===== src/rtl/rv32_decode_exec_if.sv =====
// Decode/execute stage bus: instruction and operands in, registered results out.
// rs1/rs2 are driven combinationally by the stage for same-cycle register-file reads.
interface rv32_decode_exec_if #(
   parameter int WORD_LENGTH = 32
);
   logic                   in_valid;
   logic [31:0]            inst;
   logic [WORD_LENGTH-1:0] pc;
   logic [WORD_LENGTH-1:0] rs1_data;
   logic [WORD_LENGTH-1:0] rs2_data;
   logic [4:0]             rs1;
   logic [4:0]             rs2;
   logic                   out_valid;
   logic [WORD_LENGTH-1:0] alu_result;
   logic [WORD_LENGTH-1:0] wb_data;
   logic [4:0]             rd_q;
   logic                   rd_we;
   logic [WORD_LENGTH-1:0] next_pc;
   logic                   taken;

   modport master (
      output in_valid, inst, pc, rs1_data, rs2_data,
      input  rs1, rs2, out_valid, alu_result, wb_data, rd_q, rd_we, next_pc, taken
   );

   modport slave (
      input  in_valid, inst, pc, rs1_data, rs2_data,
      output rs1, rs2, out_valid, alu_result, wb_data, rd_q, rd_we, next_pc, taken
   );
endinterface


===== src/rtl/rv32_decode_exec.sv =====
// Registered RV32I decode-and-execute stage: decode, operand select, ALU, branch
// compare, and one-cycle capture of result, write-back, next PC and control flags.

// Generic key/value mux: value of the first matching key, zero when nothing matches.
module rv32_kv_mux #(
   parameter int unsigned N  = 2,
   parameter int unsigned KW = 7,
   parameter int unsigned DW = 32
) (
   input  logic [KW-1:0]         sel,
   input  logic [N-1:0][KW-1:0]  keys,
   input  logic [N-1:0][DW-1:0]  values,
   output logic [DW-1:0]         out
);
   logic hit;

   always_comb begin
      out = '0;
      hit = 1'b0;
      for (int unsigned i = 0; i < N; i++) begin
         if (!hit && sel == keys[i]) begin
            out = values[i];
            hit = 1'b1;
         end
      end
   end
endmodule

module rv32_decode_exec #(
   parameter int WORD_LENGTH = 32
) (
   input logic               clk,
   input logic               rst,
   rv32_decode_exec_if.slave bus
);
   localparam int W = WORD_LENGTH;

   typedef enum logic [6:0] {
      OPC_LOAD   = 7'b0000011,
      OPC_OP_IMM = 7'b0010011,
      OPC_AUIPC  = 7'b0010111,
      OPC_STORE  = 7'b0100011,
      OPC_OP     = 7'b0110011,
      OPC_LUI    = 7'b0110111,
      OPC_BRANCH = 7'b1100011,
      OPC_JALR   = 7'b1100111,
      OPC_JAL    = 7'b1101111
   } opcode_e;

   logic [31:0]  inst;
   logic [6:0]   opcode;
   logic [4:0]   rd;
   logic [2:0]   funct3;
   logic         alt;
   logic [W-1:0] imm_i, imm_s, imm_b, imm_u, imm_j;
   logic [W-1:0] pc_plus4;

   assign inst     = bus.inst;
   assign opcode   = inst[6:0];
   assign rd       = inst[11:7];
   assign funct3   = inst[14:12];
   assign alt      = inst[30];
   assign bus.rs1  = inst[19:15];
   assign bus.rs2  = inst[24:20];
   assign pc_plus4 = bus.pc + W'(4);

   assign imm_i = W'($signed(inst[31:20]));
   assign imm_s = W'($signed({inst[31:25], inst[11:7]}));
   assign imm_b = W'($signed({inst[31], inst[7], inst[30:25], inst[11:8], 1'b0}));
   assign imm_u = W'($signed({inst[31:12], 12'b0}));
   assign imm_j = W'($signed({inst[31], inst[19:12], inst[20], inst[30:21], 1'b0}));

   logic is_op, is_op_imm, is_jal, is_jalr, is_branch;
   logic writes_rd;

   assign is_op     = (opcode == OPC_OP);
   assign is_op_imm = (opcode == OPC_OP_IMM);
   assign is_jal    = (opcode == OPC_JAL);
   assign is_jalr   = (opcode == OPC_JALR);
   assign is_branch = (opcode == OPC_BRANCH);
   assign writes_rd = (opcode == OPC_LUI) || (opcode == OPC_AUIPC) || is_jal || is_jalr
                      || is_op || is_op_imm;

   // Operand selection tables
   logic [7:0][6:0]   src1_keys, src2_keys;
   logic [7:0][W-1:0] src1_vals, src2_vals;
   logic [5:0][6:0]   wb_keys;
   logic [5:0][W-1:0] wb_vals;
   logic [W-1:0]      src1, src2, alu, wb;

   always_comb begin
      src1_keys[0] = OPC_AUIPC;  src1_vals[0] = bus.pc;
      src1_keys[1] = OPC_JAL;    src1_vals[1] = bus.pc;
      src1_keys[2] = OPC_BRANCH; src1_vals[2] = bus.pc;
      src1_keys[3] = OPC_JALR;   src1_vals[3] = bus.rs1_data;
      src1_keys[4] = OPC_OP_IMM; src1_vals[4] = bus.rs1_data;
      src1_keys[5] = OPC_OP;     src1_vals[5] = bus.rs1_data;
      src1_keys[6] = OPC_LOAD;   src1_vals[6] = bus.rs1_data;
      src1_keys[7] = OPC_STORE;  src1_vals[7] = bus.rs1_data;

      src2_keys[0] = OPC_AUIPC;  src2_vals[0] = imm_u;
      src2_keys[1] = OPC_JAL;    src2_vals[1] = imm_j;
      src2_keys[2] = OPC_JALR;   src2_vals[2] = imm_i;
      src2_keys[3] = OPC_OP_IMM; src2_vals[3] = imm_i;
      src2_keys[4] = OPC_LOAD;   src2_vals[4] = imm_i;
      src2_keys[5] = OPC_BRANCH; src2_vals[5] = imm_b;
      src2_keys[6] = OPC_STORE;  src2_vals[6] = imm_s;
      src2_keys[7] = OPC_OP;     src2_vals[7] = bus.rs2_data;

      wb_keys[0] = OPC_LUI;    wb_vals[0] = imm_u;
      wb_keys[1] = OPC_JAL;    wb_vals[1] = pc_plus4;
      wb_keys[2] = OPC_JALR;   wb_vals[2] = pc_plus4;
      wb_keys[3] = OPC_AUIPC;  wb_vals[3] = alu;
      wb_keys[4] = OPC_OP;     wb_vals[4] = alu;
      wb_keys[5] = OPC_OP_IMM; wb_vals[5] = alu;
   end

   rv32_kv_mux #(.N(8), .KW(7), .DW(W)) u_src1_mux (
      .sel(opcode), .keys(src1_keys), .values(src1_vals), .out(src1)
   );

   rv32_kv_mux #(.N(8), .KW(7), .DW(W)) u_src2_mux (
      .sel(opcode), .keys(src2_keys), .values(src2_vals), .out(src2)
   );

   rv32_kv_mux #(.N(6), .KW(7), .DW(W)) u_wb_mux (
      .sel(opcode), .keys(wb_keys), .values(wb_vals), .out(wb)
   );

   // Non-arithmetic opcodes reuse the ALU as a plain adder.
   logic [2:0] f3_eff;
   logic [4:0] shamt;

   always_comb begin
      f3_eff = (is_op || is_op_imm) ? funct3 : 3'b000;
      shamt  = src2[4:0];
      alu    = '0;
      case (f3_eff)
         3'b000: begin
            if (is_op && alt) alu = src1 - src2;
            else              alu = src1 + src2;
         end
         3'b001: alu = src1 << shamt;
         3'b010: alu = {{(W-1){1'b0}}, ($signed(src1) < $signed(src2))};
         3'b011: alu = {{(W-1){1'b0}}, (src1 < src2)};
         3'b100: alu = src1 ^ src2;
         3'b101: begin
            if (alt) alu = $signed(src1) >>> shamt;
            else     alu = src1 >> shamt;
         end
         3'b110: alu = src1 | src2;
         default: alu = src1 & src2;
      endcase
   end

   logic br_cond, take;

   always_comb begin
      br_cond = 1'b0;
      case (funct3)
         3'b000: br_cond = (bus.rs1_data == bus.rs2_data);
         3'b001: br_cond = (bus.rs1_data != bus.rs2_data);
         3'b100: br_cond = ($signed(bus.rs1_data) <  $signed(bus.rs2_data));
         3'b101: br_cond = ($signed(bus.rs1_data) >= $signed(bus.rs2_data));
         3'b110: br_cond = (bus.rs1_data <  bus.rs2_data);
         3'b111: br_cond = (bus.rs1_data >= bus.rs2_data);
         default: br_cond = 1'b0;
      endcase
      take = is_jal || is_jalr || (is_branch && br_cond);
   end

   always_ff @(posedge clk) begin
      if (rst) begin
         bus.out_valid  <= 1'b0;
         bus.alu_result <= '0;
         bus.wb_data    <= '0;
         bus.rd_q       <= '0;
         bus.rd_we      <= 1'b0;
         bus.next_pc    <= '0;
         bus.taken      <= 1'b0;
      end else begin
         bus.out_valid  <= bus.in_valid;
         bus.alu_result <= alu;
         bus.wb_data    <= wb;
         bus.rd_q       <= rd;
         bus.rd_we      <= bus.in_valid && writes_rd && (rd != 5'd0);
         bus.next_pc    <= take ? {alu[W-1:1], 1'b0} : pc_plus4;
         bus.taken      <= bus.in_valid && take;
      end
   end
endmodule


===== src/flat_wrapper.sv =====
// flat-port wrapper written by rule: the top's interface ports become plain ports
module rv32_decode_exec_flat 
#(
   parameter int WORD_LENGTH = 32
)
  (clk, rst, bus_in_valid, bus_inst, bus_pc, bus_rs1_data, bus_rs2_data, bus_rs1, bus_rs2, bus_out_valid, bus_alu_result, bus_wb_data, bus_rd_q, bus_rd_we, bus_next_pc, bus_taken);
  rv32_decode_exec_if #(.WORD_LENGTH(WORD_LENGTH)) bus_i ();
  input logic clk;
  input logic rst;
  input wire logic [$bits(bus_i.in_valid)-1:0] bus_in_valid;
  input wire logic [$bits(bus_i.inst)-1:0] bus_inst;
  input wire logic [$bits(bus_i.pc)-1:0] bus_pc;
  input wire logic [$bits(bus_i.rs1_data)-1:0] bus_rs1_data;
  input wire logic [$bits(bus_i.rs2_data)-1:0] bus_rs2_data;
  output wire logic [$bits(bus_i.rs1)-1:0] bus_rs1;
  output wire logic [$bits(bus_i.rs2)-1:0] bus_rs2;
  output wire logic [$bits(bus_i.out_valid)-1:0] bus_out_valid;
  output wire logic [$bits(bus_i.alu_result)-1:0] bus_alu_result;
  output wire logic [$bits(bus_i.wb_data)-1:0] bus_wb_data;
  output wire logic [$bits(bus_i.rd_q)-1:0] bus_rd_q;
  output wire logic [$bits(bus_i.rd_we)-1:0] bus_rd_we;
  output wire logic [$bits(bus_i.next_pc)-1:0] bus_next_pc;
  output wire logic [$bits(bus_i.taken)-1:0] bus_taken;
  assign bus_i.in_valid = bus_in_valid;
  assign bus_i.inst = bus_inst;
  assign bus_i.pc = bus_pc;
  assign bus_i.rs1_data = bus_rs1_data;
  assign bus_i.rs2_data = bus_rs2_data;
  assign bus_rs1 = bus_i.rs1;
  assign bus_rs2 = bus_i.rs2;
  assign bus_out_valid = bus_i.out_valid;
  assign bus_alu_result = bus_i.alu_result;
  assign bus_wb_data = bus_i.wb_data;
  assign bus_rd_q = bus_i.rd_q;
  assign bus_rd_we = bus_i.rd_we;
  assign bus_next_pc = bus_i.next_pc;
  assign bus_taken = bus_i.taken;
  rv32_decode_exec #(.WORD_LENGTH(WORD_LENGTH)) u_core (.clk(clk), .rst(rst), .bus(bus_i));
endmodule

===== config.mk =====
export PLATFORM = sky130hd
export DESIGN_NAME = rv32_decode_exec_flat
export DESIGN_NICKNAME = d
export VERILOG_FILES = /design/src/rtl/rv32_decode_exec_if.sv /design/src/rtl/rv32_decode_exec.sv /design/src/flat_wrapper.sv
export SDC_FILE = /design/constraint.sdc
export NUM_CORES = 1
export LEC_CHECK = 0
export CORE_ASPECT_RATIO = 1.75
export CORE_UTILIZATION = 60
export DETAILED_ROUTE_END_ITERATION = 7
export PLACE_DENSITY = 0.84
export SYNTH_ARGS = -nofsm -noshare
export SYNTH_HDL_FRONTEND = slang
export SYNTH_HIERARCHICAL = 1
export SYNTH_SLANG_ARGS = --single-unit
export TNS_END_PERCENT = 30

===== constraint.sdc =====
create_clock -name clk -period 10.2 [get_ports clk]
set_clock_uncertainty 0.15 [all_clocks]
set_input_delay 2.55 -clock clk [delete_from_list [all_inputs] [get_ports clk]]
set_output_delay 2.55 -clock clk [all_outputs]
set_load 0.01 [all_outputs]

==> results of run 1 <==
[logic make-up after synthesis]
family / count (synthesis)
compound gates: 1027
other cells: 2
flops: 104
buf+inv: 442
fa+ha+maj: 132
simple gates: 942
xor+xnor: 205
mux: 159
[through the flow]
step / hold slack [ns] / utilization / instances / worst slack [ns]
3_5_place_dp: 3.08 / 0.703 / 3762 / 0.183
4_1_cts: 2.70 / 0.711 / 3778 / 0.555
3_3_place_gp: 3.07 / 0.703 / 3762 / 0.269
2_1_floorplan: 2.49 / - / 3191 / 1.85
[layer usage]
metal,GRT overflow,GRT usage
met1,0,0.579
met2,7,0.837
met3,0,0.434
met4,2,0.650
met5,0,0.171
==> metrics.yaml, run 1 <==
status: "aborted with a tool error"
haltStage: "5_1_grt"
firstError: "[ERROR GRT-0116] Global routing finished with congestion. Check the congestion regions in the DRC Viewer."
ios: 245
cts_resized: 0
yosys_warnings: 6
synth_area_mm2: 0.0221
grt_max_degree: 103
die_w_um: 147
die-height_um: 256
ys_ff_latch: 104
synth_mux_area_frac: 0.103
post_cts_buffers: 0
clk_path_buf_depth: 2
async_flop_share: 0
place_congestion: 1.46
synth_top_family_by_area: "compound AO/OA/AOI/OAI gates"
cts_hold_buf: 0
grt_pass1_vias: 27800
row_count: 92
grt_usage: 0.620
htree_levels: 3
avgSynthCellArea_um2: 7.32
synth.distinct_cells: 107
synth_compound_area_frac: 0.339
synth_edf_count: 0
start_util: 0.610
synth_top_area_frac: 0.0944
synth_fa_ha_area_frac: 0.0756
clkSinkCount: 104
synth_cells: 3013
dp_hpwl_um: 77700
yosysTopAreaCell: "dfxtp_1"
ys_top_cells_by_area: "dfxtp_1, ha_1, nor2_1, mux4_2, xnor2_1"
dpl_cell_area_mm2: 0.0254
yosys.area_share.simple: 0.207
cts-root-buf: "clkbuf_16"
synth_most_common_cell: "nor2_1"
grt.overflow.total: 9
grt_first_pass_wirelength_um: 174000
seq_area_frac_synth: 0.0944
synth_commonest_cells: "nor2_1, o21ai_0, nand2_1, a21oi_1, inv_1"
synthXorXnorAreaFrac: 0.0814
synth_ff_type: "dfxtp_1"
port_buffers: 244
cts_made_buffers: 9
==> run 2, diff against run 1 <==
- CORE_ASPECT_RATIO: 1.75 -> default
- CORE_UTILIZATION: 60 -> 40
- PLACE_DENSITY: 0.84 -> default
- PLACE_DENSITY_LB_ADDON: default -> 0.15
==> metrics.yaml, run 2 <==
slew_violations: 0
p_total_w: 0.00199
clkSinkCount: 104  # unchanged
drt_wl_total_um: 117000
die-area_mm2: 0.0561
cts-root-buf: "clkbuf_16"
cts_resized: 0  # unchanged
htree_levels: 3  # unchanged
cp_data_arrival_time_ns: 9.69
vias_per_cell: 6.43
synth.distinct_cells: 107  # unchanged
grt_usage: 0.398
final_common_cell: "nor2_1"
p_int_w: 0.00104
startpoint_type: "primary input"
cp.required_ns: 10.30
setup_viol: 0
place_ws_ns: 0.436  # +0.253 ns
cts_hold_buf: 0  # unchanged
switching_share: 0.478
synth_most_common_cell: "nor2_1"
drc: 0
seq_area_frac_synth: 0.0944  # unchanged
min_period_ns: 9.59
cpMaxStageDelayCell: "clkdlybuf4s50_1"
synth_edf_count: 0  # unchanged
row_count: 85  # -7.6%
die-height_um: 237  # -7.4%
p_sw_w: 0.000951
area.growth.synth_to_final_pct: 19.1
fin_tns_setup_ns: 0
port_buffers: 244  # unchanged
grt_first_pass_wirelength_um: 165000
seqPwrFrac: 0.217
drt_first_pass_iters: 8
yosys.area_share.simple: 0.207  # unchanged
reg_top3: "u_core/bus.alu_result (32), u_core/bus.next_pc (32), u_core/bus.wb_data (32)"
synth_compound_area_frac: 0.339  # unchanged
cap_violations: 0
grt_max_degree: 94
post_cts_buffers: 0  # unchanged
cts_tree: "done"
antenna_found_initial: 4
ys_top_cells_by_area: "dfxtp_1, ha_1, nor2_1, mux4_2, xnor2_1"
dp_hpwl_um: 91700  # +18%
layout.nets: 3603
holdWs_ns: 2.49
p_leak_nw: 10.4
grt.overflow.total: 0
synth_mux_area_frac: 0.103  # unchanged
hold_path.class: "in2reg"
path_class: "in2reg"
synthXorXnorAreaFrac: 0.0814  # unchanged
drt-initial-drc-count: 3190
die_w_um: 237  # +61%
synth_commonest_cells: "nor2_1, o21ai_0, nand2_1, a21oi_1, inv_1"
combPwrFrac: 0.595
synth_cells: 3013  # unchanged
critPathMaxFanout: 31
clk_path_buf_depth: 2  # unchanged
grt_pass1_vias: 23947
cp_top_family: "compound AO/OA/AOI/OAI gates"
ys_ff_latch: 104  # unchanged
ios: 245  # unchanged
start_util: 0.407  # -0.203
relSlewSlack: 0.229
cts_made_buffers: 9  # unchanged
synth_fa_ha_area_frac: 0.0756  # unchanged
hold_viol_final: 0
synth_area_mm2: 0.0221  # unchanged
final_antenna_net_count: 0
max_freq_mhz: 104
async_flop_share: 0  # unchanged
timing.final.crit_share: 0.941
vdd.ir_drop.worst_v: 0.0000793
yosys_warnings: 6  # unchanged
drive_above_1_share: 0.120
synth_top_family_by_area: "compound AO/OA/AOI/OAI gates"
powerDensity_mw_per_mm2: 75.7
rsz0062_at_grt: "false"
route.vias.total: 26007
synth_ff_type: "dfxtp_1"
status: "finished, final reports clean"
path_buf_inv: 6
clk_pin_slew_ns: 0.08
cp-end-kind: "flop"
max_stage_delay_ns: 0.68
routedWlPerCell_um: 28.8
avgSynthCellArea_um2: 7.32  # unchanged
tightestPinTransition_ns: 1.15
synth_top_area_frac: 0.0944  # unchanged
yosysTopAreaCell: "dfxtp_1"
final_cell_mix: "nor2_1, clkdlybuf4s50_1, conb_1"
clkPwrFrac: 0.187
layout_setup_ws_ns: 0.606
place_congestion: 1.05  # -28%
core_area_mm2: 0.0541
## run 2: metrics by stage
stage,area [um2],util,std cells
finish,26300,0.485,4047
global route,26200,0.485,4041
CTS,26200,0.485,4041
detailed placement,25900,0.479,4025
global placement,25900,0.479,4025
floorplan,22700,-,3191
## run 2: per-layer routing
| layer | share of wire | up-vias | wire (um) | track usage |
|---|---|---|---|---|
| li1 | - | 11567 | - | - |
| met1 | 0.40 | 12493 | 46100 | 0.516 |
| met2 | 0.44 | 1671 | 50900 | 0.616 |
| met3 | 0.10 | 274 | 11900 | 0.0772 |
| met4 | 0.065 | 2 | 7570 | 0.228 |
| met5 | 0.00011 | - | 13 | 0 |
## run 2: final cells by class
| class | count | area, um2 |
|---|---|---|
| Fill cell | 5373 | 27900 |
| Multi-Input combinational cell | 2645 | 18600 |
| Timing Repair Buffer | 421 | 3800 |
| Sequential cell | 104 | 2080 |
| Tap cell | 696 | 871 |
| Inverter | 159 | 597 |
| Clock buffer | 9 | 225 |
| Clock inverter | 7 | 91.3 |
| Antenna cell | 6 | 15.0 |
## run 2: kinds of logic (layout without fill, tap and decap cells)
logic type,count (synthesis),after routing
flops,104,104
xor+xnor,205,205
simple gates,942,942
fa+ha+maj,132,132
mux,159,159
compound gates,1027,1027
other cells,2,186
buf+inv,442,596
## run 2: power by group through the flow
stage	clock [W]	combinational (W)	sequential, W
4_1_cts	0.000375	0.00115	0.000433
6_report	0.000372	0.00118	0.000433
5_1_grt	0.000391	0.00124	0.000434
3_5_place_dp	0	0.00114	0.000442
2_1_floorplan	0	0.000643	0.000452
3_3_place_gp	0	0.00114	0.000442
## run 2: worst paths after layout
kind  cells after the start  slack [ns]                                    to   startpoint
max                      27        0.61     u_core/bus.wb_data[19]$_SDFF_PP0_  bus_inst[1]
min                       2        2.49  u_core/bus.alu_result[21]$_SDFF_PP0_          rst
No activity file was read; power rests on OpenSTA's default activity.
==> run 3, diff against run 2 <==
- REMOVE_ABC_BUFFERS: default -> 1
==> metrics.yaml, run 3 (synthesis gave the netlist of run 2 again) <==
row_count: 85  # unchanged
tightestPinTransition_ns: 1.25  # +0.100 ns
final_cell_mix: "nor2_1, clkdlybuf4s50_1, buf_4"
drive_above_1_share: 0.123  # +0.00232
seqPwrFrac: 0.219  # +0.002
antenna_found_initial: 2  # -2
grt_max_degree: 96  # +2.1%
hold_viol_final: 0  # unchanged
cpMaxStageDelayCell: "a2111oi_0"
clk_path_buf_depth: 2  # unchanged
start_util: 0.407  # unchanged
clkSinkCount: 104  # unchanged
max_freq_mhz: 101  # -3.4%
timing.final.crit_share: 0.974  # +0.0329
cap_violations: 0  # unchanged
routedWlPerCell_um: 27.8  # -3.4%
hold_path_depth: 2  # unchanged
ios: 245  # unchanged
p_total_w: 0.00198  # -0.50%
final_antenna_net_count: 0  # unchanged
p_leak_nw: 10.5  # +0.62%
path_class: "in2reg"
die_w_um: 237  # unchanged
min_period_ns: 9.93  # +0.336 ns
die-area_mm2: 0.0561  # unchanged
startpoint_type: "primary input"
final_common_cell: "nor2_1"
powerDensity_mw_per_mm2: 75.1  # -0.89%
drc: 0  # unchanged
holdWs_ns: 2.43  # -0.0541 ns
cts-root-buf: "clkbuf_16"
grt.overflow.total: 0  # unchanged
place_congestion: 1.05  # about the same
drt_wl_total_um: 113000  # -3.3%
drt-initial-drc-count: 2645  # -17%
crit_top_cell: "buf_4"
critPathMaxFanout: 24  # -23%
dp_hpwl_um: 88400  # -3.6%
cp-end-kind: "flop"
vdd.ir_drop.worst_v: 0.0000804  # +1.4%
port_buffers: 244  # unchanged
area.growth.synth_to_final_pct: 19.5
switching_share: 0.456  # -0.0220
vias_per_cell: 6.34  # -1.4%
status: "finished, final reports clean"
drt_first_pass_iters: 6  # -2
die-height_um: 237  # unchanged
placed_cells: 4035  # +0.25%
max_stage_delay_ns: 0.73  # +0.05 ns
clkPwrFrac: 0.207  # +0.020
hold_path.class: "in2reg"
post_cts_buffers: 0  # unchanged
cp_data_arrival_time_ns: 10.04  # +0.35 ns
grt_usage: 0.389  # -0.00897
grt_first_pass_wirelength_um: 163000  # -1.3%
fin_cells: 4052  # +0.12%
relSlewSlack: 0.160  # -0.0687
layout.nets: 3613  # +0.28%
reg_top3: "u_core/bus.alu_result (32), u_core/bus.next_pc (32), u_core/bus.wb_data (32)"
grt_pass1_vias: 23921  # -0.11%
rsz0062_at_grt: "false"
setup_viol: 0  # unchanged
slew_violations: 0  # unchanged
fin_tns_setup_ns: 0  # unchanged
cts_resized: 0  # unchanged
cts_hold_buf: 0  # unchanged
clk_pin_slew_ns: 0.09  # about the same
p_sw_w: 0.000902  # -5.1%
htree_levels: 3  # unchanged
cts_made_buffers: 9  # unchanged
p_int_w: 0.00108  # +3.7%
cp.required_ns: 10.31  # about the same
route.vias.total: 25682  # -1.2%
cts_tree: "done"
core_area_mm2: 0.0541  # unchanged
combPwrFrac: 0.574  # -0.021
[run 3: power groups by stage]
stage	logic [W]	clock network [W]	registers (W)
5_1_grt	0.00121	0.000435	0.000434
3_5_place_dp	0.00110	0	0.000442
2_1_floorplan	0.000601	0	0.000452
4_1_cts	0.00111	0.000419	0.000433
6_report	0.00114	0.000410	0.000433
3_3_place_gp	0.00110	0	0.000442
[run 3: critical path: cells and delay by family]
kind | cells | cell delay [ns]
AOI/OAI and AO/OA | 11 | 2.68
buffers and inverters | 8 | 2.05
and+or+nand+nor | 6 | 1.76
adders and majority gates | 1 | 0.50
xor gates and xnor gates | 2 | 0.34
muxes | 1 | 0.13
[run 3: final timing paths]
kind                    start                           endpoint  slack (ns)
setup / recovery  bus_inst[4]  u_core/bus.wb_data[31]$_SDFF_PP0_        0.27
hold / removal            rst   u_core/bus.next_pc[8]$_SDFF_PP0_        2.43
[run 3: cell type report]
cell class | instances | area (um2)
Fill cell | 5477 | 27800
Multi-Input combinational cell | 2645 | 18600
Timing Repair Buffer | 431 | 3900
Sequential cell | 104 | 2080
Tap cell | 696 | 871
Inverter | 159 | 597
Clock buffer | 9 | 225
Clock inverter | 7 | 114
Antenna cell | 1 | 2.50
[run 3: per-layer routing]
layer | global-route usage | routed length, um | part of all wire | vias to the layer above
li1 | - | - | - | 11577
met5 | 0 | 12 | 0.00011 | -
met3 | 0.0706 | 9710 | 0.086 | 276
met1 | 0.494 | 45000 | 0.40 | 12391
met4 | 0.222 | 7180 | 0.064 | 2
met2 | 0.619 | 50800 | 0.45 | 1436
[run 3: metrics by stage]
step | instance area [um2] | util | setup slack, ns
6_report | 26400 | 0.487 | 0.270
5_1_grt | 26400 | 0.487 | 0.0242
4_1_cts | 26400 | 0.487 | 0.534
3_5_place_dp | 26000 | 0.481 | 0.110
3_3_place_gp | 26000 | 0.481 | 0.181
2_1_floorplan | 21100 | - | -4.03
